**src/rtl/fir_out_requant.sv**
```systemverilog
// rtl/fir_out_requant.sv - round/shift/saturate filter results into a small output FIFO
module fir_out_requant #(
  parameter int IN_WIDTH  = 36,
  parameter int OUT_WIDTH = 19,
  parameter int SHIFT     = 16,
  parameter int DEPTH     = 4
) (
  input  logic                 clk,
  input  logic                 rst,
  input  logic [IN_WIDTH-1:0]  data_in,
  input  logic                 ValidIn,
  input  logic                 ReadyIn,
  input  logic                 clr_status,
  output logic [OUT_WIDTH-1:0] data_out,
  output logic                 ValidOut,
  output logic                 overflow,
  output logic [15:0]          sat_count
);

  localparam int AW = $clog2(DEPTH);
  localparam int CW = AW + 1;

  localparam logic signed [IN_WIDTH:0] ONE    = {{IN_WIDTH{1'b0}}, 1'b1};
  localparam logic signed [IN_WIDTH:0] ROUND  = ONE << (SHIFT - 1);
  localparam logic signed [IN_WIDTH:0] SAT_HI = (ONE << (OUT_WIDTH - 1)) - ONE;
  localparam logic signed [IN_WIDTH:0] SAT_LO = -(ONE << (OUT_WIDTH - 1));

  // One extra bit keeps the rounding add from wrapping at the positive extreme.
  logic signed [IN_WIDTH:0] w_sum;
  logic signed [IN_WIDTH:0] w_shr;
  logic                     w_sat_hi;
  logic                     w_sat_lo;
  logic [OUT_WIDTH-1:0]     w_q;

  assign w_sum    = $signed({data_in[IN_WIDTH-1], data_in}) + ROUND;
  assign w_shr    = w_sum >>> SHIFT;
  assign w_sat_hi = w_shr > SAT_HI;
  assign w_sat_lo = w_shr < SAT_LO;

  always_comb begin
    w_q = w_shr[OUT_WIDTH-1:0];
    if (w_sat_hi) begin
      w_q = {1'b0, {(OUT_WIDTH-1){1'b1}}};
    end else if (w_sat_lo) begin
      w_q = {1'b1, {(OUT_WIDTH-1){1'b0}}};
    end
  end

  logic                 r_s1_valid;
  logic [OUT_WIDTH-1:0] r_s1_data;

  always_ff @(posedge clk or posedge rst) begin
    if (rst) begin
      r_s1_valid <= 1'b0;
      r_s1_data  <= '0;
      sat_count  <= '0;
    end else begin
      r_s1_valid <= ValidIn;
      if (ValidIn) begin
        r_s1_data <= w_q;
      end
      if (clr_status) begin
        sat_count <= '0;
      end else if (ValidIn && (w_sat_hi || w_sat_lo) && (sat_count != 16'hFFFF)) begin
        sat_count <= sat_count + 16'd1;
      end
    end
  end

  logic [OUT_WIDTH-1:0] r_mem [DEPTH];
  logic [AW-1:0]        r_wr_ptr;
  logic [AW-1:0]        r_rd_ptr;
  logic [CW-1:0]        r_count;

  logic w_full;
  logic w_empty;
  logic w_pop;
  logic w_push;
  logic w_drop;

  assign w_full  = (r_count == CW'(DEPTH));
  assign w_empty = (r_count == '0);
  assign w_pop   = !w_empty && ReadyIn;
  // A pop on the same edge frees the slot, so a full FIFO still accepts the push.
  assign w_push  = r_s1_valid && (!w_full || w_pop);
  assign w_drop  = r_s1_valid && w_full && !w_pop;

  always_ff @(posedge clk) begin
    if (w_push) begin
      r_mem[r_wr_ptr] <= r_s1_data;
    end
  end

  always_ff @(posedge clk or posedge rst) begin
    if (rst) begin
      r_wr_ptr <= '0;
      r_rd_ptr <= '0;
      r_count  <= '0;
      overflow <= 1'b0;
    end else begin
      if (w_push) begin
        r_wr_ptr <= r_wr_ptr + AW'(1);
      end
      if (w_pop) begin
        r_rd_ptr <= r_rd_ptr + AW'(1);
      end
      case ({w_push, w_pop})
        2'b10:   r_count <= r_count + CW'(1);
        2'b01:   r_count <= r_count - CW'(1);
        default: r_count <= r_count;
      endcase
      if (clr_status) begin
        overflow <= 1'b0;
      end else if (w_drop) begin
        overflow <= 1'b1;
      end
    end
  end

  assign ValidOut = !w_empty;
  assign data_out = w_empty ? '0 : r_mem[r_rd_ptr];

endmodule
```
**config.mk**
```make
export PLATFORM = sky130hd
export DESIGN_NAME = fir_out_requant
export DESIGN_NICKNAME = d
export VERILOG_FILES = /design/src/rtl/fir_out_requant.sv
export SDC_FILE = /design/constraint.sdc
export NUM_CORES = 1
export LEC_CHECK = 0
export CORE_MARGIN = 5
export CORE_UTILIZATION = 54
export CTS_CLUSTER_SIZE = 30
export DETAILED_ROUTE_END_ITERATION = 12
export PLACE_DENSITY = 0.79
export SETUP_SLACK_MARGIN = 0.2
export SKIP_LAST_GASP = 1
export SLEW_MARGIN = 20
export SYNTH_ARGS = -nofsm -noshare
export SYNTH_HDL_FRONTEND = slang
export SYNTH_SLANG_ARGS = --single-unit
```
**constraint.sdc**
```tcl
create_clock -name clk -period 2.26 [get_ports clk]
set_input_delay 0.452 -clock clk [delete_from_list [all_inputs] [get_ports clk]]
set_output_delay 0.452 -clock clk [all_outputs]
set_load 0.01 [all_outputs]
```
## Word level (Yosys, flattened, before mapping)

Memory sizes are Yosys's and may differ from the RTL's.
Cells that the tools add are included.

- Memory bits (read-only): 0
- Bits in registers: 44
- Memories: 1
- RAM bits: 76
- Logic and storage cells: 45
- Latch bits: 0
- Input bits: 41

- Muxes and demuxes: 10
- Shift operators: 0
- Multiply operators: 0
- Reductions and logical operators: 15
- Div/mod/pow operators: 0
- Bitwise logic cells: 0
- $lt $le $gt $ge: 2
- Equality and inequality tests: 4
- Add/sub/neg operators: 6

Memories:

| name | depth | width | read ports | clocked after Yosys merged registers in | write ports | RTL line | text |
|---|---|---|---|---|---|---|---|
| r_mem | 4 | 19 | 1 | 0 | 1 | 70 | `logic [OUT_WIDTH-1:0] r_mem [DEPTH];` |

Operators with widths:

| cell | number |
|---|---|
| 2-to-1 mux 19 bit | 3 |
| adder 36 x 17 -> 37 bit (second input constant) | 1 |
| 2-to-1 mux 16 bit | 2 |
| > comparator 21 x 19 -> 1 bit (second input constant) | 1 |
| < comparator 21 x 19 -> 1 bit (second input constant) | 1 |
| adder 16 x 1 -> 16 bit (second input constant) | 1 |
| inequality test 16 bit (second input constant) | 1 |
| logical AND 1 bit | 6 |
| one-hot mux 3 bit (2 select lines) | 1 |
| nonzero test 2 bit | 3 |
| adder 2 x 1 -> 2 bit (second input constant) | 2 |
| 2-to-1 mux 1 bit | 4 |
| adder 3 x 1 -> 3 bit (second input constant) | 1 |
| == test 3 bit (second input constant) | 1 |
| zero test 1 bit | 3 |
| zero test 3 bit | 1 |
| subtractor 3 x 1 -> 3 bit (second input constant) | 1 |
| == test 2 x 1 -> 1 bit (second input constant) | 1 |
| == test 2 bit (second input constant) | 1 |
| logical OR 1 bit | 2 |

## Logic depth before layout (Yosys ltp)

Gate-level depths: netlist (run 1).

- Word-level depth: 7
- Depth in mapped cells: 11

## Worst setup path before layout (run 1)

Ideal clock, no wire load.

- Path kind: input -> register
- From: in data_in[15]
- To: reg sat_count[11]
- Setup time: 0.078 ns
- Data arrival time: 2.391 ns
- Cell stages on the path: 10
- Path slack: -0.209 ns
- Required time: 2.182 ns
- Path through: ha_1 nand4_2 or3_1 buf_6 nand2b_4 a21oi_2 o21ai_2 buf_6 or4_1 a21oi_1

- Longest elaborated chain between the ends: 6
- Elaborated cells between the ends (all ways): 7
- Those cells by class: 1 x add/sub; 2 x order compare; 4 x reduce/logical

RTL lines:

| item | RTL line | text |
|---|---|---|
| start, declared | 10 | `input logic [IN_WIDTH-1:0] data_in,` |
| adder 36 x 17 -> 37 bit (*) | 35 | `assign w_sum = $signed({data_in[IN_WIDTH-1], data_in}) + ROUND;` |
| > comparator 21 x 19 -> 1 bit / < comparator 21 x 19 -> 1 bit (equally long branches) | 37, 38 |  |
| logical OR 1 bit (*) | 64 | `end else if (ValidIn && (w_sat_hi \|\| w_sat_lo) && (sat_count != 16'hFFFF)) begin` |
| logical AND 1 bit (*) (2 in series) | 64 |  |
| nonzero test 2 bit (no line) (*) | -- |  |
| end signal, assigned | 65 | `sat_count <= sat_count + 16'd1;` |
| end, declared | 17 | `output logic [15:0] sat_count` |

Every way passes the cells marked *; elsewhere a longest branch is shown, timed or not.
A chain may end at the register's enable or synchronous reset.

## Final worst setup path (run 1)

- From: reg r_rd_ptr[0]
- To: out data_out[7]

- Longest elaborated chain between the ends: 2

RTL lines:

| item | RTL line | text |
|---|---|---|
| start, declared | 72 | `logic [AW-1:0] r_rd_ptr;` |
| start signal, assigned | 105 | `r_rd_ptr <= r_rd_ptr + AW'(1);` |
| memory (4 x 19 bit) | -- |  |
| 2-to-1 mux 19 bit | 121 | `assign data_out = w_empty ? '0 : r_mem[r_rd_ptr];` |
| end, declared | 14 | `output logic [OUT_WIDTH-1:0] data_out,` |

Every way passes these cells.

==> run metrics, run 1 <==
Peak VDD IR=0.597 mV; CP startpoint kind=register; vias in the first global route=~4300; minimum clock period=2.46 ns; cts hold-fix bufs=0; internal power=roughly 6.1 mW; Post-synth top cells=edfxtp_1, dfrtp_1, a21oi_1; max-cap check violation count=0; Post-Syn Area per Cell=13.1 um2; Max clock buf depth=2; ratio of cells with drive above 1 in the final layout=41.0%; Area Growth Syn to Fin=44.7%; Comb power frac=33.5%; Gate Count Post-Synth=between 400 and 500; Hold Violations, Final=0; DRT Pass-1 Iters=5; clk sinks=120; sequential share of the synthesized area=62.0%; Post-synth top flop=edfxtp_1; clock buffer count from CTS=17; initial antenna violation count=0; R2R Setup Slk=roughly 0.030 ns; Post-Place Cell Area=0.00665 mm2; Clk pin slew, worst setup/hold paths=approximately 0.07 ns; cell area after synthesis=0.00546 mm2; Worst EP arrival=2.01 ns; crit-path max cell delay=0.43 ns; switching share of power=28.9%; top-count cell post-synth=edfxtp_1; Rel. slew slack=between 30% and 40%; status=finished, violations left; power share of the sequential group=approximately 35%; row count=36; Nets=607; routability-driven placement congestion ratio=0.786; via/cell ratio=5.94; CTS tree=yes; Design Area, Final=0.00790 mm2; GRT Overall Usage=around 22%; worst hold-check path type=input port to asynchronous set/reset pin; Layout Skew=0.0137 ns; Least-Margin Pin Slew=approximately 0.97 ns; area share of the largest cell type after synthesis=41.8%; GR Util met3=around 5.3%; crit-path max FO=4; total leakage power=3.09 nW; RSZ-0062 raised after global routing=true; f_max=406 MHz; Ys Warns=0; ys async rst share=36.7%; power per cell area=1090 mW/mm2; Yosys reg bits=120; Final ANT Viol Nets=0; cells along the critical path=buf_6, buf_12, buf_16, mux4_2, and2_4, buf_2; GRT overflow=0; Final Max Tran Viols=0; Post-synth EDFFs=between 70 and 80; DR iter-0 viols=275; CP Capture Type=output pin; crit path kind=register to output pin; first-pass GRT wire length=between 20000 and 25000 um; # H-tree levels=4; critical-path cell with the highest stage delay=dfrtp_2; IO Count=78; final wirelength=between 15000 and 20000 um; Initial Util=55.6%; antenna cells=0; setup violators final=20; area leader, netlist=edfxtp_1; Critical Path RT=1.81 ns; height of the die=approximately 110 um; M1 GR Usage=26.0%; Port Buffer Count=62; Post-Route Utilization=80.4%; Worst-Skew Late Latency=~0.52 ns; Core Footprint=0.00982 mm2; Sw Pwr=2.49 mW; Final Worst Setup Slack=-0.203 ns; largest net degree at the start of global routing=45; global-route met2 utilization=between 30 and 40%; Fin Setup TNS=-2.65 ns; failing checks=negative setup slack; Power, Total=around 8.6 mW; die area=0.0122 mm2; # DRC=0; vias=4183; Chip Width=111 um; hpwl dp=7470 um; Unique masters post-synth=43; Clock power frac=31.9%; Most Crowded Layer GR=met2; final worst path period share=109%; Routed wire per std cell=approximately 22 um; Synthesized Nets=464; synth top area cells=edfxtp_1, dfrtp_1, mux4_2; root buffer cell=clkbuf_8; fill count=512
==> worst max-delay path: cells and delay by family (launching register included) <==
kind / cells / cell delay, ns
AND/OR/NAND/NOR: 1 / 0.14
multiplexers: 1 / 0.42
buffers and inverters: 4 / 0.52
flip-flops: 1 / 0.43
==> flip-flops by register name (all words and copies together) (netlist names) <==
signal and flops:
overflow 1, r_count 3, r_mem 76, r_rd_ptr 2, r_s1_data 19, r_s1_valid 1, r_wr_ptr 2, sat_count 16
==> what timing repair did <==
action | CTS | global route
pin swaps | 40 | 30
gates resized for setup | 132 | 78
endpoints found under the setup margin | 56 | 58
gates cloned | 5 | 1
setup buffers | 17 | 10
==> layer usage <==
layer  up-vias  routed length [um]
met5         -                   0
met4         0                 482
met3        45                 997
met2       216                8080
met1      2090                5610
li1       1832                   -
==> cell families (layout without fill, tap and decap cells) <==
family	count (synthesis)	after routing	share of synthesized area (%)
compound gates	72	72	7.59
xor+xnor	23	23	3.69
fa+ha+maj	8	8	1.97
buf+inv	38	194	3.03
flops	120	120	62.0
mux	22	22	8.39
simple gates	132	132	13.3
==> layout make-up <==
type / count / area, um2 / share of cell area (%)
clock buffer: 17 / 414 / 5.24
clock inverter: 15 / 190 / 2.41
inverter: 16 / 60.1 / 0.760
multi-input combinational: 257 / 2230 / 28.2
sequential: 120 / 3390 / 42.9
tap: 133 / 166 / 2.11
timing repair buffer: 146 / 1450 / 18.4
==> path summary, 6_finish.rpt <==
check	startpoint	to	cells past startpoint
setup / recovery	r_rd_ptr[0]$_DFFE_PP0P_	data_out[7]	6
hold / removal	rst	sat_count[10]$_DFFE_PP0P_	3
setup reg to reg	sat_count[1]$_DFFE_PP0P_	sat_count[1]$_DFFE_PP0P_	10
hold reg to reg	r_count[2]$_DFFE_PP0P_	r_count[2]$_DFFE_PP0P_	1
max in group asynchronous	rst	sat_count[2]$_DFFE_PP0P_	3
min in group clk	data_in[19]	r_s1_data[3]$_DFFE_PP0P_	4
==> placed cells by master (no fill, tap or decap), drive strengths merged, types with 21 or more instances in the layout <==
cell,count
edfxtp,76
clkdlybuf4s50,25
nor2,30
buf,104
a21oi,42
nand2,21
dfrtp,44
and2,27
clkbuf,21
inv,22
==> power groups by stage <==
stage | logic, mW | clock network, mW | registers (mW)
detailed placement | 2.39 | 0 | 3.01
CTS | 2.58 | 2.73 | 2.98
global placement | 2.34 | 0 | 2.96
finish | 2.89 | 2.76 | 2.99
floorplan | 1.31 | 0 | 2.93
global route | 3.09 | 2.88 | 3.02
==> through the flow <==
step                std cells  worst slack (ns)  hold slack (ns)
finish                    704            -0.203            0.297
global route              704            -0.256            0.329
CTS                       693            -0.208            0.297
detailed placement        639            -0.631            0.480
global placement          639            -0.561            0.471
floorplan                 415           -0.0143            0.447
Note: power is estimated with default switching activity, not from simulation.
==> run 2, diff against run 1 <==
--- a/config.mk
+++ b/config.mk
@@ -9,8 +9,9 @@
 export CORE_UTILIZATION = 54
 export CTS_CLUSTER_SIZE = 30
 export DETAILED_ROUTE_END_ITERATION = 12
+export GPL_TIMING_DRIVEN = 0
 export PLACE_DENSITY = 0.79
-export SETUP_SLACK_MARGIN = 0.2
+export SETUP_SLACK_MARGIN = 0.4
 export SKIP_LAST_GASP = 1
 export SLEW_MARGIN = 20
 export SYNTH_ARGS = -nofsm -noshare
==> run 2 against run 1 <==
  * The run still ends with negative setup slack left
  * Cell count shrank 1.4%
  * Largest cell class unchanged
  * Utilization shrank 1.1 points
  * Critical path depth fell by 1
  * Critical path type unchanged
  * Highest routed layer unchanged
  * First-iteration DRC count is 33% higher
  * Total power down 2.3%
  * Clock-buffer cell count did not move
==> run metrics, run 2 (synthesis gave the netlist of run 1 again) <==
# H-tree levels=4; Rel. slew slack=54.1%; # DRC=0; minimum clock period=2.41 ns; cells along the critical path=buf_12, buf_12, mux4_2, and2_4, buf_2; root buffer cell=clkbuf_8; Layout Skew=approximately 0.0072 ns; worst r2r src=r_count[0]$_DFFE_PP0P_; R2R Setup Slk=0.07 ns; Port Buffer Count=61; largest net degree at the start of global routing=35; CP top delay family=multiplexers; Area Growth Syn to Fin=42.7%; f_max=415 MHz; max FFs per register=76; clock buffer count from CTS=17; Chip Width=111 um; Nets=597; failing checks=negative setup slack; Final Worst Setup Slack=-0.150 ns; cts hold-fix bufs=0; first-pass GRT wire length=20900 um; die area=0.0122 mm2; worst hold margin=0.197 ns; Worst EP arrival=1.96 ns; row count=36; Peak VDD IR=0.658 mV; worst hold-check path type=input port to asynchronous set/reset pin; routability-driven placement congestion ratio=around 0.86; clk sinks=120; vias in the first global route=4047; max-cap check violation count=0; Routed wire per std cell=approximately 23 um; total leakage power=3.05 nW; RSZ-0062 raised after global routing=true; GRT overflow=0; setup violators final=19; R2R depth=12; height of the die=111 um; hpwl dp=7440 um; Post-Route Utilization=79.3%; commonest non-fill, non-tap cells in the layout=edfxtp_1, dfrtp_1, buf_4; ratio of cells with drive above 1 in the final layout=a little over two fifths; Initial Util=approximately 56%; Final ANT Viol Nets=0; Max clock buf depth=2; biggest regs=r_mem: 76 flops, r_s1_data: 19 flops, sat_count: 16 flops; via/cell ratio=6.19; most common cell after layout, fill and taps aside=edfxtp_1; status=finished, violations left; Least-Margin Pin Slew=0.689 ns; power per cell area=between 1000 and 1500 mW/mm2; initial antenna violation count=0; Largest Register=r_mem; Clk pin slew, worst setup/hold paths=0.06 ns; CTS tree=yes; crit path launch=r_rd_ptr[0]$_DFFE_PP0P_; CP startpoint kind=register; crit path kind=register to output pin; critical path depth=5; crit-path max cell delay=0.51 ns; IO Count=approximately 80; CP most frequent cell=buf_12; Final Max Tran Viols=0; Fin Setup TNS=-2.31 ns; DR iter-0 viols=365; final worst path period share=107%; antenna cells=0; final wirelength=about 16000 um; CP Capture Type=output pin; DRT Pass-1 Iters=5; CP Buf/Inv Count=3; GRT Overall Usage=21.6%; vias=about 4300; crit-path max FO=4; critical-path cell with the highest stage delay=mux4_2; Core Footprint=0.00982 mm2; Worst-Skew Late Latency=~0.52 ns; Hold Violations, Final=0; Critical Path RT=1.81 ns
run 2: cell count changes in the layout (fill, tap and decap cells not counted), sizes merged:
cell           delta
clkinvlp          -1
clkdlybuf4s15     -2
dlymetal6s2s      -2
dlygate4sd2      +16
buf               -7
inv               -5
clkbuf            +6
clkinv            +6
clkdlybuf4s50    -21
run 2: area by class of cell:
type	count	area [um2]
sequential	120	3390
multi-input combinational	257	2340
fill	536	2030
timing repair buffer	114	1030
clock buffer	17	414
buffer	22	205
clock inverter	15	178
tap	133	166
inverter	16	60.1
run 2: report_power, final:
group	total, mW	internal (mW)	switching (mW)
clock network	2.69	1.68	1.01
registers	2.97	2.78	0.189
logic	2.77	1.55	1.22
total	8.44	6.01	2.42
run 2: stage by stage:
step	std cells	instance area [um2]	power, mW	setup WS, ns
floorplan	415	5510	4.27	-0.0143
global placement	609	6290	5.13	-0.806
detailed placement	610	6310	5.22	-0.862
CTS	681	7360	8.11	-0.165
global route	694	7780	8.81	-0.225
finish	694	7780	8.44	-0.150
run 2: layer usage:
layer  part of all wire, %  wire (um)  up-vias  track usage, %
li1                      -          -     1814               -
met1                    36       5830     2115            27.9
met2                    51       8160      309            35.4
met3                   8.8       1410       59            6.18
met4                   4.2        681        0            7.06
met5                     0          0        -               0
run 2: what timing repair did:
item	4_1_cts	5_1_grt
setup buffers	36	13
resized for setup	233	91
setup endpoints to repair	149	94
pin swaps	46	32
cloned	3	0
run 2: path summary, 6_finish.rpt:
kind                                                  to
worst min register to register    r_count[2]$_DFFE_PP0P_
worst min-delay path            sat_count[7]$_DFFE_PP0P_
worst max register to register    r_count[2]$_DFFE_PP0P_
max in group asynchronous       r_s1_data[8]$_DFFE_PP0P_
min in group clk                r_s1_data[4]$_DFFE_PP0P_
worst max-delay path                        data_out[12]
==> run 3, diff against run 2 <==
--- a/config.mk
+++ b/config.mk
@@ -5,12 +5,14 @@
 export SDC_FILE = /design/constraint.sdc
 export NUM_CORES = 1
 export LEC_CHECK = 0
+export CELL_PAD_IN_SITES_DETAIL_PLACEMENT = 1
+export CELL_PAD_IN_SITES_GLOBAL_PLACEMENT = 1
 export CORE_MARGIN = 5
-export CORE_UTILIZATION = 54
+export CORE_UTILIZATION = 44
 export CTS_CLUSTER_SIZE = 30
 export DETAILED_ROUTE_END_ITERATION = 12
 export GPL_TIMING_DRIVEN = 0
-export PLACE_DENSITY = 0.79
+export PLACE_DENSITY_LB_ADDON = 0.1
 export SETUP_SLACK_MARGIN = 0.4
 export SKIP_LAST_GASP = 1
 export SLEW_MARGIN = 20
==> run 3 against run 2 <==
  * The flow still finishes with violations (negative setup slack)
  * Sequential cell count is the same
  * Utilization down 12 points
  * Clock skew is 0.0011 ns higher
  * Non-clock buffer count grew 9
  * Wire length grew 1.4%
  * Cell count grew 6.3%
  * Sequential share of layout area is 1.8 points lower
  * Global-route usage shrank 0.56 points
  * Final area grew 4.5%
  * Combinational power grew 10%
  * Maximum frequency increased by 3.6%
  * Critical path type unchanged
==> run metrics, run 3 (synthesis gave the netlist of run 1 again) <==
fill count=1128; clock buffer count from CTS=17; power per cell area=approximately 1100 mW/mm2; CP startpoint kind=register; # DRC=0; most common cell after layout, fill and taps aside=edfxtp_1; commonest non-fill, non-tap cells in the layout=edfxtp_1, buf_4, dfrtp_1; f_max=430 MHz; crit-path max FO=5; initial antenna violation count=0; RSZ-0062 raised after global routing=true; worst hold-check path type=input port to register; Core Footprint=0.0121 mm2; cells along the critical path=buf_12, buf_8, mux4_2, and2_4, buf_6; routability-driven placement congestion ratio=0.766; via/cell ratio=5.42; Area Growth Syn to Fin=49.2%; hpwl dp=8360 um; Design Area, Final=0.00814 mm2; Initial Util=45.2%; Post-Place Setup Slack=-0.879 ns; Routed wire per std cell=22.1 um; FF/Latch Area=0.00339 mm2; antenna cells=0; Final Max Tran Viols=0; Chip Width=121 um; setup violators final=15; Max clock buf depth=2; DRT Pass-1 Iters=4; cts hold-fix bufs=0; multi-input logic area=roughly 0.0024 mm2; failing checks=negative setup slack; vias=around 4000; root buffer cell=clkbuf_16; Final ANT Viol Nets=0; CTS tree=yes; CP Capture Type=output pin; DR iter-0 viols=225; Port Buffer Count=61; Rel. slew slack=about three fifths; final worst path period share=103%; Largest Register=r_mem; final wirelength=16300 um; die area=roughly 0.015 mm2; Worst-Skew Late Latency=0.41 ns; Critical Path RT=1.81 ns; status=finished, violations left; largest net degree at the start of global routing=24; crit path kind=register to output pin; Final Worst Setup Slack=-0.0664 ns; Nets=606; Layout Skew=0.00835 ns; GRT overflow=0; total leakage power=3.28 nW; Post-Place Cell Area=0.00636 mm2; max FFs per register=between 70 and 80; minimum clock period=between 2 and 2.5 ns; max-cap check violation count=0; crit-path max cell delay=0.50 ns; Least-Margin Pin Slew=0.606 ns; Clk pin slew, worst setup/hold paths=0.06 ns; height of the die=121 um; row count=40; clk sinks=120; ratio of cells with drive above 1 in the final layout=about half; biggest regs=r_mem: 76 flops, r_s1_data: 19 flops, sat_count: 16 flops; critical-path cell with the highest stage delay=mux4_2; Peak VDD IR=roughly 0.58 mV; # H-tree levels=4; GRT Overall Usage=21.1%; vias in the first global route=around 4300; Hold Violations, Final=0; first-pass GRT wire length=23700 um; IO Count=~80; Worst EP arrival=around 1.9 ns
==> run 3: per-stage QoR <==
stage | util, % | power, mW | hold slack (ns) | TNS (ns) | cells
floorplan | - | 4.27 | 0.453 | -0.0426 | 415
global placement | 52.5 | 5.18 | 0.480 | -58.86 | 644
detailed placement | 52.7 | 5.25 | 0.490 | -50.91 | 645
global route | 67.5 | 9.27 | 0.410 | -1.73 | 738
CTS | 62.9 | 8.52 | 0.379 | -0.929 | 719
finish | 67.5 | 8.87 | 0.377 | -0.689 | 738
==> run 3: what timing repair did <==
action                     4_1_cts  5_1_grt
buffers inserted                38       16
cloned                           4        3
resized for setup              270      105
pin swaps                       52       28
setup endpoints to repair      139      143
==> run 3: area by class of cell <==
type,count,area share (%)
plain buffers,22,2.69
clock buffers,19,5.32
clock inverters,13,2.20
inverters,16,0.738
multi-input cells,257,30.1
flip-flops and latches,120,41.7
well taps,168,2.58
repair buffers,123,14.7
==> run 3: critical path, delay by kind of cell, from the launching register on <==
kind	cells	cell delay, ns
flip-flops	1	0.44
buffers and inverters	3	0.37
AND/OR/NAND/NOR	1	0.16
multiplexers	1	0.50
==> run 3: path summary, 6_finish.rpt <==
| path | from | slack [ns] | endpoint | depth (start not counted) |
|---|---|---|---|---|
| worst min-delay path | data_in[21] | 0.38 | r_s1_data[5]$_DFFE_PP0P_ | 4 |
| max in group asynchronous | rst | 1.27 | r_rd_ptr[0]$_DFFE_PP0P_ | 3 |
| worst min register to register | overflow$_DFFE_PP0P_ | 0.51 | overflow$_DFFE_PP0P_ | 2 |
| min in group asynchronous | rst | 0.45 | r_count[2]$_DFFE_PP0P_ | 2 |
| worst max-delay path | r_rd_ptr[0]$_DFFE_PP0P_ | -0.07 | data_out[8] | 5 |
| worst max register to register | r_count[1]$_DFFE_PP0P_ | 0.12 | r_count[2]$_DFFE_PP0P_ | 9 |
==> run 3: report_power, final <==
part | internal [mW] | switching (mW) | total, mW
registers | 2.79 | 0.224 | 3.01
clock network | 1.84 | 0.974 | 2.81
logic | 1.73 | 1.33 | 3.05
total | 6.35 | 2.52 | 8.87
==> run 3: layer usage <==
| layer | global-route usage, % | wire length [um] |
|---|---|---|
| met4 | 6.09 | 252 |
| met3 | 4.52 | 580 |
| met5 | 0 | 0 |
| met1 | 26.5 | 6990 |
| met2 | 36.6 | 8480 |
